<file path="config.mk">
export PLATFORM = sky130hd
export DESIGN_NAME = alu_arbiter_flat
export DESIGN_NICKNAME = d
export VERILOG_FILES = /design/src/rtl/alu_arbiter_if.sv /design/src/rtl/alu_arbiter.sv /design/src/flat_wrapper.sv
export SDC_FILE = /design/constraint.sdc
export NUM_CORES = 1
export LEC_CHECK = 0
export ABC_CLOCK_PERIOD_IN_PS = 3350
export BUFFER_PORTS_ARGS = -buffer_cell sky130_fd_sc_hd__buf_2
export CORE_ASPECT_RATIO = 0.7
export CORE_UTILIZATION = 53
export DETAILED_ROUTE_END_ITERATION = 12
export GPL_ROUTABILITY_DRIVEN = 0
export PLACE_DENSITY_LB_ADDON = 0.05
export SLEW_MARGIN = 20
export SYNTH_ARGS = -nofsm -noshare
export SYNTH_HDL_FRONTEND = slang
export SYNTH_SLANG_ARGS = --single-unit
</file>
<file path="constraint.sdc">
create_clock -name clk -period 3.35 [get_ports clk]
set_input_delay 0.5025 -clock clk [delete_from_list [all_inputs] [get_ports clk]]
set_output_delay 0.5025 -clock clk [all_outputs]
set_load 0.02 [all_outputs]
</file>
<file path="src/rtl/alu_arbiter_if.sv">
// rtl/alu_arbiter_if.sv - request/response bundle between two requesters, the consumer and alu_arbiter
// Operand and result fields carry two's-complement bit patterns; signedness is applied inside the ALU.
interface alu_arbiter_if #(
  parameter int W = 8
);
  logic         req0_valid;
  logic         req0_ready;
  logic [W-1:0] req0_a;
  logic [W-1:0] req0_b;
  logic         req0_opcode;
  logic         req0_op1;
  logic [1:0]   req0_op2;

  logic         req1_valid;
  logic         req1_ready;
  logic [W-1:0] req1_a;
  logic [W-1:0] req1_b;
  logic         req1_opcode;
  logic         req1_op1;
  logic [1:0]   req1_op2;

  logic         rsp_valid;
  logic         rsp_ready;
  logic         rsp_id;
  logic [W:0]   rsp_y;
  logic [W-1:0] rsp_y1;
  logic [7:0]   ops_done;

  // Requester/consumer side
  modport master (
    output req0_valid, req0_a, req0_b, req0_opcode, req0_op1, req0_op2,
    output req1_valid, req1_a, req1_b, req1_opcode, req1_op1, req1_op2,
    output rsp_ready,
    input  req0_ready, req1_ready,
    input  rsp_valid, rsp_id, rsp_y, rsp_y1, ops_done
  );

  // Arbiter side
  modport slave (
    input  req0_valid, req0_a, req0_b, req0_opcode, req0_op1, req0_op2,
    input  req1_valid, req1_a, req1_b, req1_opcode, req1_op1, req1_op2,
    input  rsp_ready,
    output req0_ready, req1_ready,
    output rsp_valid, rsp_id, rsp_y, rsp_y1, ops_done
  );
endinterface

</file>
<file path="src/rtl/alu_arbiter.sv">
// rtl/alu_arbiter.sv - round-robin sharing of one registered add/sub/logic ALU between two requesters
// Transaction flow: IDLE grants and latches operands, EXEC computes, RESP holds the result until taken.
module alu_arbiter #(
  parameter int W = 8
) (
  input  logic          clk,
  input  logic          rst_n,
  alu_arbiter_if.slave  bus
);

  typedef enum logic [1:0] {
    IDLE = 2'd0,
    EXEC = 2'd1,
    RESP = 2'd2
  } state_t;

  state_t state;
  state_t next_state;

  logic         last_grant;
  logic         grant;
  logic         any_valid;
  logic         take;
  logic         rsp_done;

  logic [W-1:0] a_q;
  logic [W-1:0] b_q;
  logic         opcode_q;
  logic         op1_q;
  logic [1:0]   op2_q;
  logic         id_q;

  logic [W:0]   y_q;
  logic [W-1:0] y1_q;
  logic [7:0]   ops_q;

  logic [W:0]   a_ext;
  logic [W:0]   b_ext;
  logic [W:0]   arith;
  logic [W-1:0] logic_res;

  // On a tie the requester that did not win last time gets the grant.
  always_comb begin
    any_valid = bus.req0_valid | bus.req1_valid;
    if (bus.req0_valid && bus.req1_valid) begin
      grant = ~last_grant;
    end else begin
      grant = bus.req1_valid;
    end
  end

  assign take     = (state == IDLE) && any_valid;
  assign rsp_done = (state == RESP) && bus.rsp_ready;

  always_ff @(posedge clk or negedge rst_n) begin
    if (!rst_n) begin
      state <= IDLE;
    end else begin
      state <= next_state;
    end
  end

  always_comb begin
    next_state = state;
    case (state)
      IDLE:    if (take) next_state = EXEC;
      EXEC:    next_state = RESP;
      RESP:    if (bus.rsp_ready) next_state = IDLE;
      default: next_state = IDLE;
    endcase
  end

  always_comb begin
    bus.req0_ready = 1'b0;
    bus.req1_ready = 1'b0;
    bus.rsp_valid  = 1'b0;
    case (state)
      IDLE: begin
        bus.req0_ready = any_valid && !grant;
        bus.req1_ready = any_valid && grant;
      end
      RESP:    bus.rsp_valid = 1'b1;
      default: ;
    endcase
  end

  // Sign-extend to W+1 bits so add/sub never overflows the result field.
  always_comb begin
    a_ext = {a_q[W-1], a_q};
    b_ext = {b_q[W-1], b_q};
    arith = op1_q ? (a_ext - b_ext) : (a_ext + b_ext);
    case (op2_q)
      2'b00:   logic_res = ~a_q;
      2'b01:   logic_res = ~b_q;
      2'b10:   logic_res = a_q & b_q;
      default: logic_res = a_q | b_q;
    endcase
  end

  always_ff @(posedge clk or negedge rst_n) begin
    if (!rst_n) begin
      a_q        <= '0;
      b_q        <= '0;
      opcode_q   <= 1'b0;
      op1_q      <= 1'b0;
      op2_q      <= 2'b00;
      id_q       <= 1'b0;
      y_q        <= '0;
      y1_q       <= '0;
      ops_q      <= 8'd0;
      last_grant <= 1'b1;
    end else begin
      if (take) begin
        id_q <= grant;
        if (grant) begin
          a_q      <= bus.req1_a;
          b_q      <= bus.req1_b;
          opcode_q <= bus.req1_opcode;
          op1_q    <= bus.req1_op1;
          op2_q    <= bus.req1_op2;
        end else begin
          a_q      <= bus.req0_a;
          b_q      <= bus.req0_b;
          opcode_q <= bus.req0_opcode;
          op1_q    <= bus.req0_op1;
          op2_q    <= bus.req0_op2;
        end
      end
      if (state == EXEC) begin
        if (opcode_q) begin
          y_q  <= arith;
          y1_q <= '0;
        end else begin
          y_q  <= '0;
          y1_q <= logic_res;
        end
      end
      if (rsp_done) begin
        last_grant <= id_q;
        ops_q      <= ops_q + 8'd1;
      end
    end
  end

  assign bus.rsp_id   = id_q;
  assign bus.rsp_y    = y_q;
  assign bus.rsp_y1   = y1_q;
  assign bus.ops_done = ops_q;

endmodule

</file>
<file path="src/flat_wrapper.sv">
// flat-port wrapper written by rule: the top's interface ports become plain ports
module alu_arbiter_flat 
#(
  parameter int W = 8
)
  (clk, rst_n, bus_req0_valid, bus_req0_a, bus_req0_b, bus_req0_opcode, bus_req0_op1, bus_req0_op2, bus_req1_valid, bus_req1_a, bus_req1_b, bus_req1_opcode, bus_req1_op1, bus_req1_op2, bus_rsp_ready, bus_req0_ready, bus_req1_ready, bus_rsp_valid, bus_rsp_id, bus_rsp_y, bus_rsp_y1, bus_ops_done);
  alu_arbiter_if #(.W(W)) bus_i ();
  input  logic clk;
  input  logic rst_n;
  input wire logic [$bits(bus_i.req0_valid)-1:0] bus_req0_valid;
  input wire logic [$bits(bus_i.req0_a)-1:0] bus_req0_a;
  input wire logic [$bits(bus_i.req0_b)-1:0] bus_req0_b;
  input wire logic [$bits(bus_i.req0_opcode)-1:0] bus_req0_opcode;
  input wire logic [$bits(bus_i.req0_op1)-1:0] bus_req0_op1;
  input wire logic [$bits(bus_i.req0_op2)-1:0] bus_req0_op2;
  input wire logic [$bits(bus_i.req1_valid)-1:0] bus_req1_valid;
  input wire logic [$bits(bus_i.req1_a)-1:0] bus_req1_a;
  input wire logic [$bits(bus_i.req1_b)-1:0] bus_req1_b;
  input wire logic [$bits(bus_i.req1_opcode)-1:0] bus_req1_opcode;
  input wire logic [$bits(bus_i.req1_op1)-1:0] bus_req1_op1;
  input wire logic [$bits(bus_i.req1_op2)-1:0] bus_req1_op2;
  input wire logic [$bits(bus_i.rsp_ready)-1:0] bus_rsp_ready;
  output wire logic [$bits(bus_i.req0_ready)-1:0] bus_req0_ready;
  output wire logic [$bits(bus_i.req1_ready)-1:0] bus_req1_ready;
  output wire logic [$bits(bus_i.rsp_valid)-1:0] bus_rsp_valid;
  output wire logic [$bits(bus_i.rsp_id)-1:0] bus_rsp_id;
  output wire logic [$bits(bus_i.rsp_y)-1:0] bus_rsp_y;
  output wire logic [$bits(bus_i.rsp_y1)-1:0] bus_rsp_y1;
  output wire logic [$bits(bus_i.ops_done)-1:0] bus_ops_done;
  assign bus_i.req0_valid = bus_req0_valid;
  assign bus_i.req0_a = bus_req0_a;
  assign bus_i.req0_b = bus_req0_b;
  assign bus_i.req0_opcode = bus_req0_opcode;
  assign bus_i.req0_op1 = bus_req0_op1;
  assign bus_i.req0_op2 = bus_req0_op2;
  assign bus_i.req1_valid = bus_req1_valid;
  assign bus_i.req1_a = bus_req1_a;
  assign bus_i.req1_b = bus_req1_b;
  assign bus_i.req1_opcode = bus_req1_opcode;
  assign bus_i.req1_op1 = bus_req1_op1;
  assign bus_i.req1_op2 = bus_req1_op2;
  assign bus_i.rsp_ready = bus_rsp_ready;
  assign bus_req0_ready = bus_i.req0_ready;
  assign bus_req1_ready = bus_i.req1_ready;
  assign bus_rsp_valid = bus_i.rsp_valid;
  assign bus_rsp_id = bus_i.rsp_id;
  assign bus_rsp_y = bus_i.rsp_y;
  assign bus_rsp_y1 = bus_i.rsp_y1;
  assign bus_ops_done = bus_i.ops_done;
  alu_arbiter #(.W(W)) u_core (.clk(clk), .rst_n(rst_n), .bus(bus_i));
endmodule
</file>
==> results.py <==
metrics = {
    "detailed_routing": {
        "wl_per_cell_um": 13.8,
        "via_per_inst": 5.39,
        "drc": 0,
        "met2_length_um": 2430,
        "met3_length_um": 307,
        "ant_nets": 0,
        "dr.pass1.iters": 4,
        "wl_met1_um": 3260,
        "postRouteWirelength_um": 6020,
        "drtIter0Drc": 100,
        "top_layer_used": "met4",
        "via_count": 2352,
    },
    "floorplanning": {
        "rows": 21,
        "start_util_pct": 57.2,
        "die_w_um": 89.5,
        "design.core.area_sq_um": 4970,
        "io_pins": 74,
        "die_area_sq_um": 5660,
        "die_h_um": 63.2,
    },
    "logic_synthesis": {
        "synth_area_sq_um": 2840,
        "async_flop_share_pct": 100,
        "yosys_warnings": 0,
        "synthFlopType": "dfrtp_1",
        "synth_cell_types": 44,
        "postSynthAreaPerCell_sq_um": 9.34,
        "ys_ff_latch": 49,
        "synthCells": 304,
        "ys_seq_area_share_pct": 43.2,
        "synth_edf_count": 0,
        "syn_nets": 362,
    },
    "final_layout": {
        "fin_cells": 436,
        "diodes": 0,
        "synthToLayoutAreaGrowth_pct": 18.0,
        "multiInputGateArea_sq_um": 1490,
        "fillerInstances": 427,
        "layout-drive-gt1-share_pct": 25.1,
        "stdcell_area_sq_um": 3350,
        "layout_commonest_cell": "buf_2",
        "final_cell_mix": "72 x buf_2, 48 x dfrtp_1, 33 x nor2_1, 27 x o21ai_0, 27 x mux2i_1",
        "nets": 424,
        "regArea_sq_um": 1230,
    },
    "global_routing": {
        "overflow": 0,
        "grt_pass1_wl_um": 10200,
        "grt_max_degree": 50,
        "first_global_vias": 2115,
        "grt_antenna_before_repair": 0,
        "grtUsageTotal_pct": 23.7,
    },
    "place": {
        "placed_cells": 428,
        "portBuffers": 73,
        "dpl.hpwl_um": 4580,
        "post_dp_cell_area_sq_um": 3230,
    },
    "critical_path": {
        "start_kind": "flip-flop",
        "cp_max_fo": 7,
        "crit_path_end_kind": "flip-flop",
        "cp_data_arrival_time_ns": 2.95,
        "crit_type": "reg2reg",
        "cp.required_ns": 3.54,
    },
    "power_and_ir_drop": {
        "p_leak_nw": 1.68,
        "ir_worst_vdd_uv": 428,
        "power_density_nw_per_um2": 1110,
        "power_w": 0.00371,
    },
    "sta": {
        "fmaxAchievable_mhz": 363,
        "maxSlewViolCount": 0,
        "setup_viol": 0,
        "finalSetupTns_ns": 0,
        "layout_min_cycle_time_ns": 2.76,
        "hold_viol_final": 0,
        "timing.hold.ws_ns": 0.206,
        "fin_skew_ns": 0.00380,
        "worstMarginPinSlew_ns": 0.865,
        "slew_headroom_pct": 42.3,
        "rsz0062_at_grt": "false",
        "period_share_pct": 82.3,
    },
    "clocking": {
        "cts_hold_buf": 0,
        "cts_htree_levels": 2,
        "cts_resized": 0,
        "clk-insertion-delay-late_ns": 0.30,
        "path_clk_slew_ns": 0.09,
        "cts_tree": "built",
        "cts_max_path_buffers": 2,
        "cts_made_buffers": 5,
        "post_cts_buffers": 0,
        "root_buffer": "clkbuf_8",
        "clock-sinks": 49,
    },
    "min_path": {
        "holdCritPathClass": "in2async",
    },
    "flow_run": {
        "max_cap_viol_count": 0,
    },
    "run_status": {
        "status": "completed",
    },
}
-- final timing paths --
path                                           to  slack, ns  cells after the start                    from
setup / recovery              u_core.bus.rsp_y[6]       0.59                     11           u_core.b_q[0]
setup reg to reg              u_core.bus.rsp_y[6]       0.59                     11           u_core.b_q[0]
hold / removal             u_core.bus.ops_done[4]       0.21                      1                   rst_n
min in group clk                  u_core.state[1]       0.41                      2           bus_rsp_ready
hold reg to reg            u_core.bus.ops_done[7]       0.48                      1  u_core.bus.ops_done[7]
max in group asynchronous            u_core.op1_q       2.75                      1                   rst_n
-- synthesized netlist by cell type (2+ instances only) --
cell | n | area share, %
o31ai_1 | 2 | 0.53
nand3_1 | 9 | 1.6
o21ai_0 | 27 | 4.8
xnor2_1 | 11 | 3.4
clkbuf_1 | 15 | 2.0
nor3_1 | 4 | 0.71
a32o_1 | 3 | 1.1
mux2i_1 | 27 | 9.5
o21a_1 | 3 | 0.79
nor3b_1 | 2 | 0.53
a21oi_1 | 24 | 4.2
nand2_1 | 25 | 3.3
nor2_1 | 33 | 4.4
a31oi_1 | 3 | 0.66
buf_2 | 4 | 0.71
mux2_2 | 3 | 1.2
dfrtp_1 | 48 | 42
nor2b_1 | 2 | 0.44
a21o_1 | 2 | 0.53
o211ai_1 | 2 | 0.53
xor2_1 | 5 | 1.5
nand2b_1 | 2 | 0.44
inv_1 | 13 | 1.7
nor4_1 | 2 | 0.44
or3_1 | 3 | 0.66
ha_1 | 12 | 5.3
-- power breakdown --
part | internal, W | total [W] | leakage (nW) | switching [W]
Clock | 0.000224 | 0.000426 | 0.0543 | 0.000202
Sequential | 0.000845 | 0.00121 | 0.593 | 0.000365
Combinational | 0.000917 | 0.00208 | 1.03 | 0.00116
-- worst max-delay path, cell delays in order (launching register included) --
cell and delay (ns):
dfrtp_1 0.47, inv_1 0.12, ha_1 0.16, nor3b_1 0.32, nor2_1 0.10, xnor2_1 0.13
ha_1 0.34, o21a_1 0.13, o31a_1 0.13, o21a_1 0.19, or3_1 0.31, a32o_1 0.26
-- registers in the layout, summed over array words and instances, names as in the netlist --
name,flops
u_core.bus.rsp_y,9
u_core.last_grant,1
u_core.a_q,8
u_core.op2_q,2
u_core.bus.rsp_y1,8
u_core.op1_q,1
u_core.bus.ops_done,8
u_core.state,2
u_core.bus.rsp_id,1
u_core.b_q,8
u_core.opcode_q,1
-- through the flow --
| step | setup WS [ns] | util (%) |
|---|---|---|
| floorplan | 0.788 | - |
| global placement | 0.723 | 65.1 |
| detailed placement | 0.618 | 65.1 |
| CTS | 0.600 | 67.4 |
| global route | 0.311 | 67.5 |
| finish | 0.592 | 67.5 |
-- layout make-up --
| type | instances | share of cell area [%] |
|---|---|---|
| multi-input combinational | 222 | 44.5 |
| clock inverter | 3 | 1.38 |
| tap | 69 | 2.58 |
| sequential | 49 | 36.6 |
| inverter | 13 | 1.46 |
| clock buffer | 5 | 2.05 |
| timing repair buffer | 75 | 11.4 |
-- logic make-up (layout without fill, tap and decap cells) --
logic type | after synthesis | in the layout | synth area share [%]
adder cells (fa/ha/maj) | 13 | 13 | 5.99
AO/OA/AOI/OAI | 74 | 74 | 15.4
XOR/XNOR | 16 | 16 | 4.94
flip-flops | 49 | 49 | 43.2
buffers and inverters | 33 | 96 | 4.58
AND/OR/NAND/NOR | 88 | 88 | 14.3
multiplexers | 31 | 31 | 11.5
-- per-layer routing --
layer / vias up / track usage [%]
met3: 2 / 4.46
li1: 1187 / -
met2: 67 / 32.7
met4: 0 / 4.76
met5: - / 0
met1: 1096 / 38.2
(Power assumes the default switching activity.)
